`src/rtl/input_event_capture_pkg.sv`:
```
// ============================================================================
// input_event_capture_pkg : shared types for the input event capture block
// Rev 1.0
// ============================================================================
`default_nettype none

package input_event_capture_pkg;

    localparam int N_INPUTS     = 8;
    localparam int TS_W_DEFAULT = 32;

    typedef logic [N_INPUTS-1:0] input_signals_t;

    typedef struct packed {
        logic [TS_W_DEFAULT-1:0] timestamp;
        input_signals_t          rise;
        input_signals_t          fall;
    } event_record_t;

endpackage

`default_nettype wire

```
`src/rtl/input_event_capture_event_fifo.sv`:
```
// ============================================================================
// input_event_capture_event_fifo : single-clock FIFO for event records
// Rev 1.0
// ============================================================================
`default_nettype none

module input_event_capture_event_fifo #(
    parameter int  DEPTH     = 16,
    parameter type PAYLOAD_T = logic [7:0]
) (
    input  logic     clock,
    input  logic     reset_n,
    input  logic     i_push,
    input  PAYLOAD_T i_data,
    input  logic     i_pop,
    output logic     o_full,
    output logic     o_empty,
    output PAYLOAD_T o_head
);

    localparam int AW = $clog2(DEPTH);

    PAYLOAD_T       r_mem [DEPTH];
    logic [AW:0]    r_wr_ptr;
    logic [AW:0]    r_rd_ptr;
    logic           w_wr_en;
    logic           w_rd_en;

    assign o_empty = (r_wr_ptr == r_rd_ptr);
    assign o_full  = (r_wr_ptr[AW] != r_rd_ptr[AW]) &&
                     (r_wr_ptr[AW-1:0] == r_rd_ptr[AW-1:0]);

    // A simultaneous pop frees the slot, so a push into a full FIFO is legal then.
    assign w_rd_en = i_pop && !o_empty;
    assign w_wr_en = i_push && (!o_full || w_rd_en);

    // Zero the head while empty so the outputs read 0 out of reset.
    assign o_head  = o_empty ? PAYLOAD_T'('0) : r_mem[r_rd_ptr[AW-1:0]];

    always_ff @(posedge clock or negedge reset_n) begin
        if (!reset_n) begin
            r_wr_ptr <= '0;
            r_rd_ptr <= '0;
        end else begin
            if (w_wr_en) r_wr_ptr <= r_wr_ptr + 1'b1;
            if (w_rd_en) r_rd_ptr <= r_rd_ptr + 1'b1;
        end
    end

    always_ff @(posedge clock) begin
        if (w_wr_en) r_mem[r_wr_ptr[AW-1:0]] <= i_data;
    end

endmodule

`default_nettype wire

```
`src/rtl/input_event_capture.sv`:
```
// ============================================================================
// input_event_capture : synchronise inputs, timestamp edges, queue events
// Rev 1.0
// ============================================================================
`default_nettype none

module input_event_capture
    import input_event_capture_pkg::*;
#(
    parameter int TS_W       = TS_W_DEFAULT,
    parameter int FIFO_DEPTH = 16,
    parameter int OVF_W      = 16
) (
    input  logic                clock,
    input  logic                reset_n,
    input  logic [N_INPUTS-1:0] data,
    input  logic                enable,
    output logic                out_valid,
    input  logic                out_ready,
    output logic [TS_W-1:0]     out_timestamp,
    output logic [N_INPUTS-1:0] out_rise,
    output logic [N_INPUTS-1:0] out_fall,
    output logic                overflow,
    output logic [OVF_W-1:0]    overflow_count,
    input  logic                clear_overflow
);

    // Local record follows TS_W; matches event_record_t at the default width.
    typedef struct packed {
        logic [TS_W-1:0] timestamp;
        input_signals_t  rise;
        input_signals_t  fall;
    } rec_t;

    localparam logic [OVF_W-1:0] c_ovf_max = '1;

    input_signals_t     r_sync_q1;
    input_signals_t     r_sync_q2;
    input_signals_t     r_prev;
    logic [TS_W-1:0]    r_ts;
    logic               r_overflow;
    logic [OVF_W-1:0]   r_ovf_count;

    input_signals_t     w_rise;
    input_signals_t     w_fall;
    logic               w_event;
    logic               w_pop;
    logic               w_drop;
    logic               w_full;
    logic               w_empty;
    rec_t               w_rec;
    rec_t               w_head;

    assign w_rise  = r_sync_q2 & ~r_prev;
    assign w_fall  = ~r_sync_q2 & r_prev;
    assign w_event = enable && ((w_rise | w_fall) != '0);
    assign w_pop   = out_valid && out_ready;
    assign w_drop  = w_event && w_full && !w_pop;

    always_comb begin
        w_rec           = '0;
        w_rec.timestamp = r_ts;
        w_rec.rise      = w_rise;
        w_rec.fall      = w_fall;
    end

    always_ff @(posedge clock or negedge reset_n) begin
        if (!reset_n) begin
            r_sync_q1 <= '0;
            r_sync_q2 <= '0;
            r_prev    <= '0;
            r_ts      <= '0;
        end else begin
            r_sync_q1 <= data;
            r_sync_q2 <= r_sync_q1;
            r_prev    <= r_sync_q2;
            r_ts      <= r_ts + 1'b1;
        end
    end

    // A drop in the same cycle as a clear restarts the count at one.
    always_ff @(posedge clock or negedge reset_n) begin
        if (!reset_n) begin
            r_overflow  <= 1'b0;
            r_ovf_count <= '0;
        end else if (w_drop) begin
            r_overflow <= 1'b1;
            if (clear_overflow)
                r_ovf_count <= {{(OVF_W-1){1'b0}}, 1'b1};
            else if (r_ovf_count != c_ovf_max)
                r_ovf_count <= r_ovf_count + 1'b1;
        end else if (clear_overflow) begin
            r_overflow  <= 1'b0;
            r_ovf_count <= '0;
        end
    end

    input_event_capture_event_fifo #(
        .DEPTH     (FIFO_DEPTH),
        .PAYLOAD_T (rec_t)
    ) u_fifo (
        .clock   (clock),
        .reset_n (reset_n),
        .i_push  (w_event),
        .i_data  (w_rec),
        .i_pop   (w_pop),
        .o_full  (w_full),
        .o_empty (w_empty),
        .o_head  (w_head)
    );

    assign out_valid      = !w_empty;
    assign out_timestamp  = w_head.timestamp;
    assign out_rise       = w_head.rise;
    assign out_fall       = w_head.fall;
    assign overflow       = r_overflow;
    assign overflow_count = r_ovf_count;

endmodule

`default_nettype wire

```
`config.mk`:
```
export PLATFORM = sky130hd
export DESIGN_NAME = input_event_capture
export DESIGN_NICKNAME = d
export VERILOG_FILES = /design/src/rtl/input_event_capture_pkg.sv /design/src/rtl/input_event_capture_event_fifo.sv /design/src/rtl/input_event_capture.sv
export SDC_FILE = /design/constraint.sdc
export NUM_CORES = 1
export LEC_CHECK = 0
export CAP_MARGIN = 20
export CORE_MARGIN = 1.5
export CORE_UTILIZATION = 45
export CTS_CLUSTER_DIAMETER = 200
export DETAILED_ROUTE_END_ITERATION = 8
export PLACE_DENSITY_LB_ADDON = 0.12
export SETUP_SLACK_MARGIN = 0.2
export SYNTH_ARGS = -nofsm -noshare
export SYNTH_HDL_FRONTEND = slang
export SYNTH_HIERARCHICAL = 1
export SYNTH_SLANG_ARGS = --single-unit
```
`constraint.sdc`:
```
create_clock -name clock -period 13.8 [get_ports clock]
set_input_delay 2.76 -clock clock [delete_from_list [all_inputs] [get_ports clock]]
set_output_delay 2.76 -clock clock [all_outputs]
set_load 0.05 [all_outputs]
```
### After elaboration in Yosys (flattened, before gate mapping)

Memories as Yosys holds them, arrays and structs flattened.
Cells that the tools add are included.

| word-level totals | value |
|---|---|
| memories | 1 |
| bits in writable memories | 768 |
| latch bits | 0 |
| ROM bits | 0 |
| logic and storage cells | 46 |
| register bits after elaboration | 83 |

| operators by class | value |
|---|---|
| equal/unequal tests | 4 |
| $mul | 0 |
| muxes and demuxes | 9 |
| bitwise logic cells | 5 |
| shift operators | 0 |
| divide/modulo/power cells | 0 |
| reduce and logical (&&, ||, !) cells | 15 |
| add/sub/neg operators | 4 |
| $lt $le $gt $ge | 0 |

Memories:

| memory | words | bits a word | read ports | clocked after memory_dff | wr ports | RTL line | source |
|---|---|---|---|---|---|---|---|
| u_fifo.r_mem | 16 | 48 | 1 | 0 | 1 | input_event_capture_event_fifo.sv:23 | `PAYLOAD_T r_mem [DEPTH];` |

Operators with widths:

| operator | count |
|---|---|
| $mux 16 | 4 |
| $mux 48 | 1 |
| $add 32x1->32 const B | 1 |
| $add 16x1->16 const B | 1 |
| $and 8x8->8 | 2 |
| $ne 16x16->1 const B | 1 |
| $not 8->8 | 2 |
| $add 5x1->5 const B | 2 |
| $or 8x8->8 | 1 |
| $reduce_bool 8->1 | 1 |
| $logic_and 1x1->1 | 7 |
| $eq 5x5->1 | 1 |
| $eq 4x4->1 | 1 |
| $mux 1 | 4 |
| $reduce_bool 2->1 | 2 |
| $logic_not 1->1 | 3 |
| $reduce_and 2->1 | 1 |
| $logic_or 1x1->1 | 1 |
| $ne 1x1->1 | 1 |

### Logic depth before layout (Yosys ltp)

Gate-level depths: netlist (run 1).

| logic depth | value |
|---|---|
| word-level depth | 9 |
| gate-level depth with buffers | 11 |
| mapped depth without buffers | 8 |

### Modules after synthesis

Netlist (run 1), hierarchy kept.

Modules (own cells, without submodules):

| module | instances | sequential area each (um^2) | area an instance (um^2) | cells each |
|---|---|---|---|---|
| input_event_capture_event_fifo | 1 | 23,312.4 | 29,460.8 | 1,249 |
| input_event_capture | 1 | 1,826.8 | 3,298.2 | 283 |

### Worst setup path after synthesis (run 1)

No wires, ideal clock.

| timing | value |
|---|---|
| path kind | input-to-reg |
| start point | input port out_ready |
| end point | memory u_fifo/r_mem[11][0] (netlist bit), enable pin |
| library setup time | 0.523 ns |
| stages | 4 |
| arrival | 6.709 ns |
| slack | 6.568 ns |
| cells stage by stage | nand2b_1 > inv_1 > o311ai_4 > nor3b_1 |

| on the way | value |
|---|---|
| word-level cells in the longest chain between the ends | 6 |

Ends and longest elaborated chain:

| element | RTL line | source |
|---|---|---|
| start: declaration | input_event_capture.sv:19 | `input logic out_ready,` |
| $logic_and 1x1->1 | input_event_capture.sv:57 | `assign w_pop = out_valid && out_ready;` |
| net w_pop | input_event_capture.sv:47 | `logic w_pop;` |
| $logic_and 1x1->1 | input_event_capture_event_fifo.sv:34 | `assign w_rd_en = i_pop && !o_empty;` |
| $logic_or 1x1->1 | input_event_capture_event_fifo.sv:35 | `assign w_wr_en = i_push && (!o_full \|\| w_rd_en);` |
| $logic_and 1x1->1 | input_event_capture_event_fifo.sv:35 |  |
| $mux 1 | input_event_capture_event_fifo.sv:51 | `if (w_wr_en) r_mem[r_wr_ptr[AW-1:0]] <= i_data;` |
| $mux 1 (not written as such) | input_event_capture_event_fifo.sv:51 |  |
| end: declaration | input_event_capture_event_fifo.sv:23 |  |

The timed path passes the listed nets, and every way through them passes these cells.

### Worst setup path in the final report (run 1)

| timing | value |
|---|---|
| start point | register u_fifo.r_rd_ptr[0] |
| end point | output port out_timestamp[8] |

| on the way | value |
|---|---|
| word-level cells in the longest chain between the ends | 2 |
| elaborated cells on any way between the ends | 3 |
| classes of those cells | eq/ne (1); mux (1); memory (1) |

Ends and longest elaborated chain:

| element | RTL line | source |
|---|---|---|
| start: declaration | input_event_capture_event_fifo.sv:25 | `logic [AW:0] r_rd_ptr;` |
| start signal: assignment | input_event_capture_event_fifo.sv:46 | `if (w_rd_en) r_rd_ptr <= r_rd_ptr + 1'b1;` |
| $mem_v2 16x48 / $eq 5x5->1 (equally long branches) | - |  |
| $mux 48 * | input_event_capture_event_fifo.sv:38 | `assign o_head = o_empty ? PAYLOAD_T'('0) : r_mem[r_rd_ptr[AW-1:0]];` |
| end: declaration | input_event_capture.sv:20 | `output logic [TS_W-1:0] out_timestamp,` |

Every way passes the cells marked *; elsewhere a longest branch is shown, timed or not.

==> results of run 1 <==
## power groups by stage
stage | clock network [mW] | logic (mW) | registers (mW)
after floorplan | 0 | 1.90 | 3.15
after global placement | 0 | 2.73 | 3.22
after detailed placement | 0 | 2.73 | 3.24
after CTS | 2.35 | 2.74 | 3.18
after global routing | 2.45 | 2.84 | 3.20
final | 2.30 | 2.70 | 3.18
## worst min-delay path by stage
stage	start	to	slack [ps]
2_1_floorplan	r_sync_q1[0]	r_sync_q2[0]	330
3_3_place_gp	r_sync_q1[7]	r_sync_q2[7]	330
3_5_place_dp	r_sync_q1[4]	r_sync_q2[4]	330
4_1_cts	r_sync_q1[0]	r_sync_q2[0]	350
5_1_grt	r_sync_q1[1]	r_sync_q2[1]	360
6_report	r_sync_q1[0]	r_sync_q2[0]	350
## Yosys cell counts, types with 14 or more instances
library cell and n:
edfxtp_1 768, mux4_2 192, a22oi_1 96, dfrtp_1 83, a21oi_1 58, xnor2_1 35
clkbuf_1 31, buf_2 26, ha_1 23, inv_1 23, nand4_1 21, and3_1 20
nand3_1 20, nand2_1 14
## flip-flops by register name (all words and copies together), names as in the netlist
| signal | flops |
|---|---|
| overflow | 1 |
| overflow_count | 16 |
| r_prev | 8 |
| r_sync_q1 | 8 |
| r_sync_q2 | 8 |
| r_ts | 32 |
| u_fifo/r_mem | 768 |
| u_fifo/r_rd_ptr | 5 |
| u_fifo/r_wr_ptr | 5 |
## kinds of logic after synthesis
| logic type | after synthesis | share of synthesized area |
|---|---|---|
| muxes | 196 | 0.133 |
| xor gates and xnor gates | 44 | 0.0118 |
| DFF | 851 | 0.767 |
| and+or+nand+nor | 133 | 0.0246 |
| AOI/OAI and AO/OA | 178 | 0.0374 |
| buffers and inverters | 107 | 0.0167 |
| adders and majority gates | 23 | 0.00878 |
## cell type report
class                           instances  area (um^2)  share of cell area
Clock buffer                          128         2530              0.0674
Tap cell                              950         1190              0.0317
Multi-Input combinational cell        574         7200               0.192
Inverter                               23         86.3             0.00230
Clock inverter                         36          288             0.00767
Timing Repair Buffer                  111         1070              0.0284
Sequential cell                       851        25100               0.671
## worst reg2reg max path, delay by kind of cell, from the launching register on
kind,cells,cell delay (ps)
AOI/OAI and AO/OA,1,590
xor gates and xnor gates,1,220
buffers and inverters,2,600
DFF,1,1100
and+or+nand+nor,4,1420
## per-layer routing
layer	vias to the layer above	wire, um
li1	6651	-
met3	100	4730
met1	8690	33900
met5	-	0
met4	0	1490
met2	491	38000
## layout by cell type (no fill, tap or decap), drive strengths merged, types with 2 or more instances in the layout
cell / synthesis / final
o31ai: 7 / 7
nor3b: 2 / 2
ha: 23 / 23
o41ai: 2 / 2
clkdlybuf4s50: 0 / 77
nor3: 3 / 3
mux4: 192 / 192
nor4: 6 / 6
or4: 9 / 9
mux2: 4 / 4
clkinvlp: 0 / 3
dfrtp: 83 / 83
inv: 23 / 27
and2: 4 / 4
nor2: 14 / 14
clkinv: 0 / 25
a22oi: 96 / 96
a21oi: 58 / 58
buf: 53 / 34
nor2b: 8 / 8
nand2: 14 / 14
clkbuf: 31 / 128
nand3: 20 / 20
and4: 7 / 7
xnor2: 35 / 35
o21ai: 3 / 3
o21a: 3 / 3
edfxtp: 768 / 768
o31a: 3 / 3
bufinv: 0 / 4
xor2: 9 / 9
and3: 20 / 20
nand4: 22 / 22
## through the flow
step	hold slack [ps]	cells	total power [mW]	cell area (um^2)
2_1_floorplan	331	1532	5.05	32800
3_3_place_gp	333	2507	5.95	34600
3_5_place_dp	335	2507	5.97	34600
4_1_cts	353	2671	8.27	37500
5_1_grt	363	2673	8.49	37500
6_report	354	2673	8.18	37500
==> flow_summary.yaml, run 1 <==
grt:
  use_met1: 0.303
  first_global_vias: 16600
  grt_max_degree: 111
  antenna_found_initial: 0
  grt.overflow.total: 0
  grt_pass1_wl_um: 114000
  grt_use_met3: 0.0388
  grtUsageTotal: 0.215
  grt_busiest_layer: "met2"
  grtUsageMet2: 0.346
yosys:
  seq_area_frac_synth: 0.767
  syn_inst: 1532
  synth_enable_flop_cells: 768
  synth_nets: 1568
  yosys.cell_types.count: 50
  yosys-top-cells-area: "edfxtp_1 70%, mux4_2 13%, dfrtp_1 6.3%"
  synth_top_area_cell: "edfxtp_1"
  yosys_warnings: 6
  netlist_area_um2: 32800
  synth_top_area_share: 0.704
  yosys_register_bits: 851
  async_reset_ff_frac: 0.0975
  synth_ff_type: "edfxtp_1"
  avgSynthCellArea_um2: 21.4
setup_path:
  reg2reg_to: "u_fifo/r_mem[15][32]"
  crit_type: "flop to output pin"
  rr_worst_depth: 8
  slowest_delay_ps: 920
  crit_cells: 6
  worst-endpoint-required_ps: 11040
  critPathTopFamily: "buffers and inverters"
  critical_path_arrival_ps: 4700
  critPathBufInv: 3
  setup.worst_path.start: "u_fifo/r_rd_ptr[0]"
  crit_path_start_kind: "flop"
  rr_startpoint: "u_fifo/r_rd_ptr[1]"
  cp_max_fo: 110
  path_cells: "buf_12 -> buf_4 -> mux4_2 -> a22oi_1 -> a21oi_1 -> clkdlybuf4s50_1"
  critPathCapture: "out_timestamp[8]"
  endpoint_kind: "output pin"
  r2r_slack_ps: 9450
  crit_slowest_cell: "clkdlybuf4s50_1"
run:
  max-cap-violations: 0
route:
  drt_first_iter_violations: 1778
  via_count: 15900
  routed_wl_um: 78200
  ant_nets: 0
  drc_errors: 0
  wire_per_inst_um: 29.2
  vias_per_cell: 5.96
  dr.pass1.iters: 5
power_and_ir_drop:
  netSwitchingFraction: 0.341
  comb_power_share: 0.330
  p_clk_frac: 0.281
  sequentialPowerShare: 0.389
  powerDensity_nw_per_um2: 218
  leakage_nw: 12.1
  switching_power_mw: 2.79
  intPower_mw: 5.39
  ir_drop_v: 0.000174
clock_network:
  clockBufferDepth: 3
  path_clk_slew_ps: 60
  clk_latency_ps: 630
  cts_buffers: 88
  postCtsHoldBufs: 0
  cts_sinks: 851
  cts_setup_buffers: 0
  cts_resized: 0
  cts_tree: "done"
  htree_levels: 3
  clock-root-buffer: "clkbuf_16"
floorplan:
  dieWidth_um: 273
  io_pins: 79
  coreArea_um2: 71700
  rows: 98
  dieArea_um2: 74400
  die_h_um: 273
  floorplan.initialDensity: 0.457
worst_hold_path:
  hold_path_depth: 0
  hp-class: "flop to flop"
cells_and_area:
  fillers: 5645
  final_nets: 1685
  final_core_utilization: 0.523
  drive_above_1_share: 0.223
  diodes: 0
  area_growth_pct: 14.5
sta:
  fmax_mhz: 134
  setup_ws_ps: 6340
  relSlewSlack: 0.242
  period_needed_ps: 7460
  rsz0062_at_grt: "no"
  post-route-period-util: 0.541
  tightest_slew_ps: 1140
  setup_tns_ps: 0
  slew_viol_final: 0
  timing.final.hold_violations: 0
  skew_ps: 23.3
  final-setup-viol-count: 0
placement:
  portBuffers: 78
  gp_congestion: 0.736
  dpl.hpwl_um: 37400
  preCtsSetupSlack_ps: 6890
status:
  status: "finished clean"
(Power assumes the default switching activity.)
==> run 2, diff against run 1 <==
- clock period: 13.8 -> 6 ns (I/O delays scaled with it)
==> run 2 against run 1 <==
  * Clock skew increased by 3.2 ps
  * First-iteration DRC count decreased by 17%
  * Combinational power increased by 130%
  * Worst setup slack got worse by 5400 ps
  * Largest power group unchanged
==> flow_summary.yaml, run 2 (synthesis results as in run 1) <==
run:
  max-cap-violations: 0
cells_and_area:
  final_core_utilization: 0.523
  fillers: 5658
  largest_reg_flops: 768
  final_nets: 1685
  final_cell_mix: "768 x edfxtp_1, 192 x mux4_2, 96 x a22oi_1"
  diodes: 0
  drive_above_1_share: 0.222
  area_growth_pct: 14.6
  postLayoutCellArea_um2: 37500
  mostFrequentLayoutCell: "edfxtp_1"
  multiInputGateArea_um2: 7190
  regArea_um2: 25100
clock_network:
  postCtsHoldBufs: 0
  htree_levels: 3
  cts_setup_buffers: 0
  clk_latency_ps: 630
  cts_resized: 0
  cts_sinks: 851
  clock-root-buffer: "clkbuf_16"
  path_clk_slew_ps: 60
  cts_buffers: 88
  cts_tree: "done"
  clockBufferDepth: 3
setup_path:
  worst-endpoint-required_ps: 4800
  crit_slowest_cell: "clkdlybuf4s50_1"
  r2r_slack_ps: 1560
  slowest_delay_ps: 760
  critPathTopFamily: "buffers and inverters"
  critPathBufInv: 3
  crit_path_start_kind: "flop"
  path_cells: "xnor2_1 -> nand4_2 -> nor2_4 -> buf_12 -> buf_4 -> a21oi_1 -> clkdlybuf4s50_1"
  cp_max_fo: 28
  critical_path_arrival_ps: 3880
  crit_type: "flop to output pin"
  endpoint_kind: "output pin"
power_and_ir_drop:
  leakage_nw: 12.1
  netSwitchingFraction: 0.336
  p_clk_frac: 0.281
  ir_drop_v: 0.000316
  powerDensity_nw_per_um2: 499
  comb_power_share: 0.331
  intPower_mw: 12.4
  sequentialPowerShare: 0.388
  switching_power_mw: 6.30
sta:
  setup_ws_ps: 923
  skew_ps: 26.5
  slew_viol_final: 0
  relSlewSlack: 0.294
  tightest_slew_ps: 1060
  post-route-period-util: 0.846
  setup_tns_ps: 0
  rsz0062_at_grt: "no"
  timing.final.hold_violations: 0
  final-setup-viol-count: 0
  fmax_mhz: 197
  period_needed_ps: 5080
floorplan:
  dieArea_um2: 74400
  io_pins: 79
  dieWidth_um: 273
  floorplan.initialDensity: 0.457
  coreArea_um2: 71700
  die_h_um: 273
  rows: 98
route:
  routed_wl_um: 74600
  drc_errors: 0
  vias_per_cell: 5.88
  via_count: 15700
  ant_nets: 0
  dr.pass1.iters: 5
  drt_first_iter_violations: 1483
  wire_per_inst_um: 27.9
grt:
  grt_pass1_wl_um: 110000
  first_global_vias: 16400
  grt.overflow.total: 0
  antenna_found_initial: 1
  grtUsageTotal: 0.205
  grt_max_degree: 122
placement:
  preCtsSetupSlack_ps: 1100
  place_area_um2: 34700
  dpl.hpwl_um: 37400
  portBuffers: 78
  gp_congestion: 0.765
status:
  status: "finished clean"
worst_hold_path:
  hp-class: "flop to flop"
==> run 2: cell types whose count changed in the layout (fill, tap and decap cells not counted), sizes merged <==
cell      change
clkbuf        +2
bufinv        +1
inv           -1
clkinvlp      -1
==> run 2: stage by stage <==
step / instances / hold WS (ps) / total power, mW
2_1_floorplan: 1532 / 331 / 11.6
5_1_grt: 2674 / 350 / 19.5
4_1_cts: 2671 / 345 / 18.9
6_report: 2674 / 342 / 18.7
3_3_place_gp: 2504 / 335 / 13.6
3_5_place_dp: 2506 / 335 / 13.7
==> run 2: path summary, 6_finish.rpt <==
check | start | to | cells after the start
max | u_fifo/r_rd_ptr[1] | out_timestamp[9] | 7
min | r_sync_q1[2] | r_sync_q2[2] | 0
max reg2reg | u_fifo/r_rd_ptr[1] | u_fifo/r_mem[13][39] | 10
min reg2reg | r_sync_q1[2] | r_sync_q2[2] | 0
max in group asynchronous | reset_n | r_ts[3] | 2
min in group asynchronous | reset_n | r_ts[24] | 1
==> run 2: layer usage <==
layer / track usage / wire, um / vias up
met1: 0.289 / 32800 / 8549
met4: 0.0532 / 1230 / 2
met3: 0.0308 / 3640 / 93
met2: 0.336 / 36900 / 416
li1: - / - / 6666
met5: 0 / 12 / -
==> run 2: power by group through the flow <==
stage                     sequential, mW  combinational (mW)  clock (mW)
final                               7.25                6.19        5.26
after floorplan                     7.25                4.36           0
after global routing                7.30                6.55        5.62
after global placement              7.35                6.27           0
after detailed placement            7.38                6.27           0
after CTS                           7.26                6.29        5.39
==> run 2: area by class of cell <==
class / count / area share
tap: 950 / 0.0317
inverter: 23 / 0.00230
timing repair buffer: 111 / 0.0301
multi-input combinational: 574 / 0.192
sequential: 851 / 0.670
clock inverter: 35 / 0.00820
clock buffer: 130 / 0.0659
==> run 3, diff against run 2 <==
- clock period: 6 -> 5.3 ns (I/O delays scaled with it)
==> run 3 against run 2 <==
  * Combinational power grew 15%
  * First-iteration DRC count increased by 3.4%
  * Power is 14% higher
  * Worst setup slack got worse by 480 ps
  * Wire length up 1.5%
  * Sequential share of layout area is 0.56 points lower
  * Via count grew 1.1%
  * Core utilization up 0.44 points
  * Global-route usage rose by 0.18 points
  * Register-to-register slack got worse by 300 ps
  * Sequential power up 14%
  * Critical endpoint is now out_timestamp[12]
==> flow_summary.yaml, run 3 (synthesis results as in run 1) <==
worst_hold_path:
  hold_path_depth: 0
  hp-start: "r_sync_q1[7]"
  hp-class: "flop to flop"
  worstHoldEndpoint: "r_sync_q2[7]"
floorplan:
  dieArea_um2: 74400
  coreArea_um2: 71700
  dieWidth_um: 273
  io_pins: 79
  floorplan.initialDensity: 0.457
  die_h_um: 273
  rows: 98
clock_network:
  cts_tree: "done"
  postCtsHoldBufs: 0
  htree_levels: 3
  clk_latency_ps: 630
  clockBufferDepth: 3
  clock-root-buffer: "clkbuf_16"
  cts_setup_buffers: 0
  path_clk_slew_ps: 60
  cts_resized: 0
  cts_buffers: 90
  cts_sinks: 851
power_and_ir_drop:
  leakage_nw: 12.2
  powerDensity_nw_per_um2: 565
  ir_drop_v: 0.000519
route:
  routed_wl_um: 75700
  ant_nets: 0
  drc_errors: 0
  dr.pass1.iters: 6
  drt_first_iter_violations: 1534
  vias_per_cell: 5.92
  wire_per_inst_um: 28.2
  via_count: 15900
grt:
  antenna_found_initial: 2
  first_global_vias: 16400
  grt_max_degree: 89
  grtUsageTotal: 0.206
  grt.overflow.total: 0
  grt_pass1_wl_um: 110000
sta:
  setup_tns_ps: 0
  setup_ws_ps: 448
  rsz0062_at_grt: "no"
  tightest_slew_ps: 1070
  skew_ps: 20.5
  timing.final.hold_violations: 0
  relSlewSlack: 0.287
  final-setup-viol-count: 0
  slew_viol_final: 0
  fmax_mhz: 206
  post-route-period-util: 0.916
  period_needed_ps: 4850
cells_and_area:
  postLayoutCellArea_um2: 37800
  largest_reg_flops: 768
  final_cell_mix: "768 x edfxtp_1, 192 x mux4_2, 96 x a22oi_1"
  mostFrequentLayoutCell: "edfxtp_1"
  diodes: 0
  final_nets: 1700
  drive_above_1_share: 0.227
  area_growth_pct: 15.5
  instances_no_fill: 2688
placement:
  dp.cells: 2521
  preCtsSetupSlack_ps: 1040
  dpl.hpwl_um: 39100
  portBuffers: 78
  place_area_um2: 35000
  gp_congestion: 0.746
setup_path:
  slowest_delay_ps: 910
  cp_max_fo: 43
  critical_path_arrival_ps: 3790
  rr_startpoint: "u_fifo/r_rd_ptr[1]"
  reg2reg_to: "u_fifo/r_mem[11][36]"
  worst-endpoint-required_ps: 4240
  rr_worst_depth: 8
  crit_slowest_cell: "dfrtp_4"
  endpoint_kind: "output pin"
  path_cells: "buf_4 -> mux4_2 -> a22oi_1 -> a21oi_1 -> clkdlybuf4s50_1"
  crit_path_start_kind: "flop"
  r2r_slack_ps: 1260
  crit_type: "flop to output pin"
status:
  status: "finished clean"
run:
  max-cap-violations: 0
[run 3: cell count changes in the layout (fill, tap and decap cells not counted), moves of 3 or more]
cell / before / now
buf_12: 3 / 18
buf_16: 3 / 0
clkbuf_1: 34 / 29
clkbuf_8: 5 / 10
clkinv_1: 7 / 15
clkinv_2: 18 / 6
clkinv_4: 0 / 3
[run 3: worst max-delay path: cells and delay by family (launching register included)]
kind / cells / cell delay, ps
buffers and inverters: 2 / 1480
flip-flops: 1 / 910
AO/OA/AOI/OAI: 2 / 400
multiplexers: 1 / 310
[run 3: layout make-up]
type / instances / area, um^2
clock buffers: 131 / 2550
clock inverters: 35 / 310
fillers: 5534 / 33900
inverters: 23 / 86.3
multi-input cells: 574 / 7200
flip-flops and latches: 851 / 25100
well taps: 950 / 1190
repair buffers: 124 / 1360
[run 3: per-stage QoR]
| stage | hold WS, ps | power, mW | util |
|---|---|---|---|
| after floorplan | 331 | 13.1 | - |
| after global placement | 335 | 15.6 | 0.487 |
| after detailed placement | 337 | 15.6 | 0.487 |
| after CTS | 348 | 21.6 | 0.527 |
| after global routing | 350 | 22.2 | 0.528 |
| final | 347 | 21.4 | 0.528 |
[run 3: worst max-delay path by stage]
stage / from / slack (ps) / end
after floorplan: u_fifo/r_wr_ptr[2] / 1110 / u_fifo/r_mem[7][0]
after global placement: u_fifo/r_rd_ptr[1] / 1020 / out_timestamp[29]
after detailed placement: u_fifo/r_rd_ptr[1] / 1040 / out_timestamp[29]
after CTS: u_fifo/r_rd_ptr[1] / 340 / out_timestamp[29]
after global routing: u_fifo/r_rd_ptr[1] / 310 / out_fall[1]
final: u_fifo/r_rd_ptr[1] / 450 / out_timestamp[12]
[run 3: layer usage]
metal  wire (um)  GRT usage  vias to the layer above
met5           0          0                        -
met4        1230     0.0525                        0
met3        3980     0.0287                       90
met2       36300      0.327                      474
met1       34200      0.304                     8647
li1            -          -                     6689
[run 3: power by group]
part / switching (mW) / internal [mW] / total [mW]
Clock: 2.51 / 3.54 / 6.05
Sequential: 0.287 / 7.94 / 8.23
Combinational: 4.42 / 2.68 / 7.11
Total: 7.22 / 14.2 / 21.4
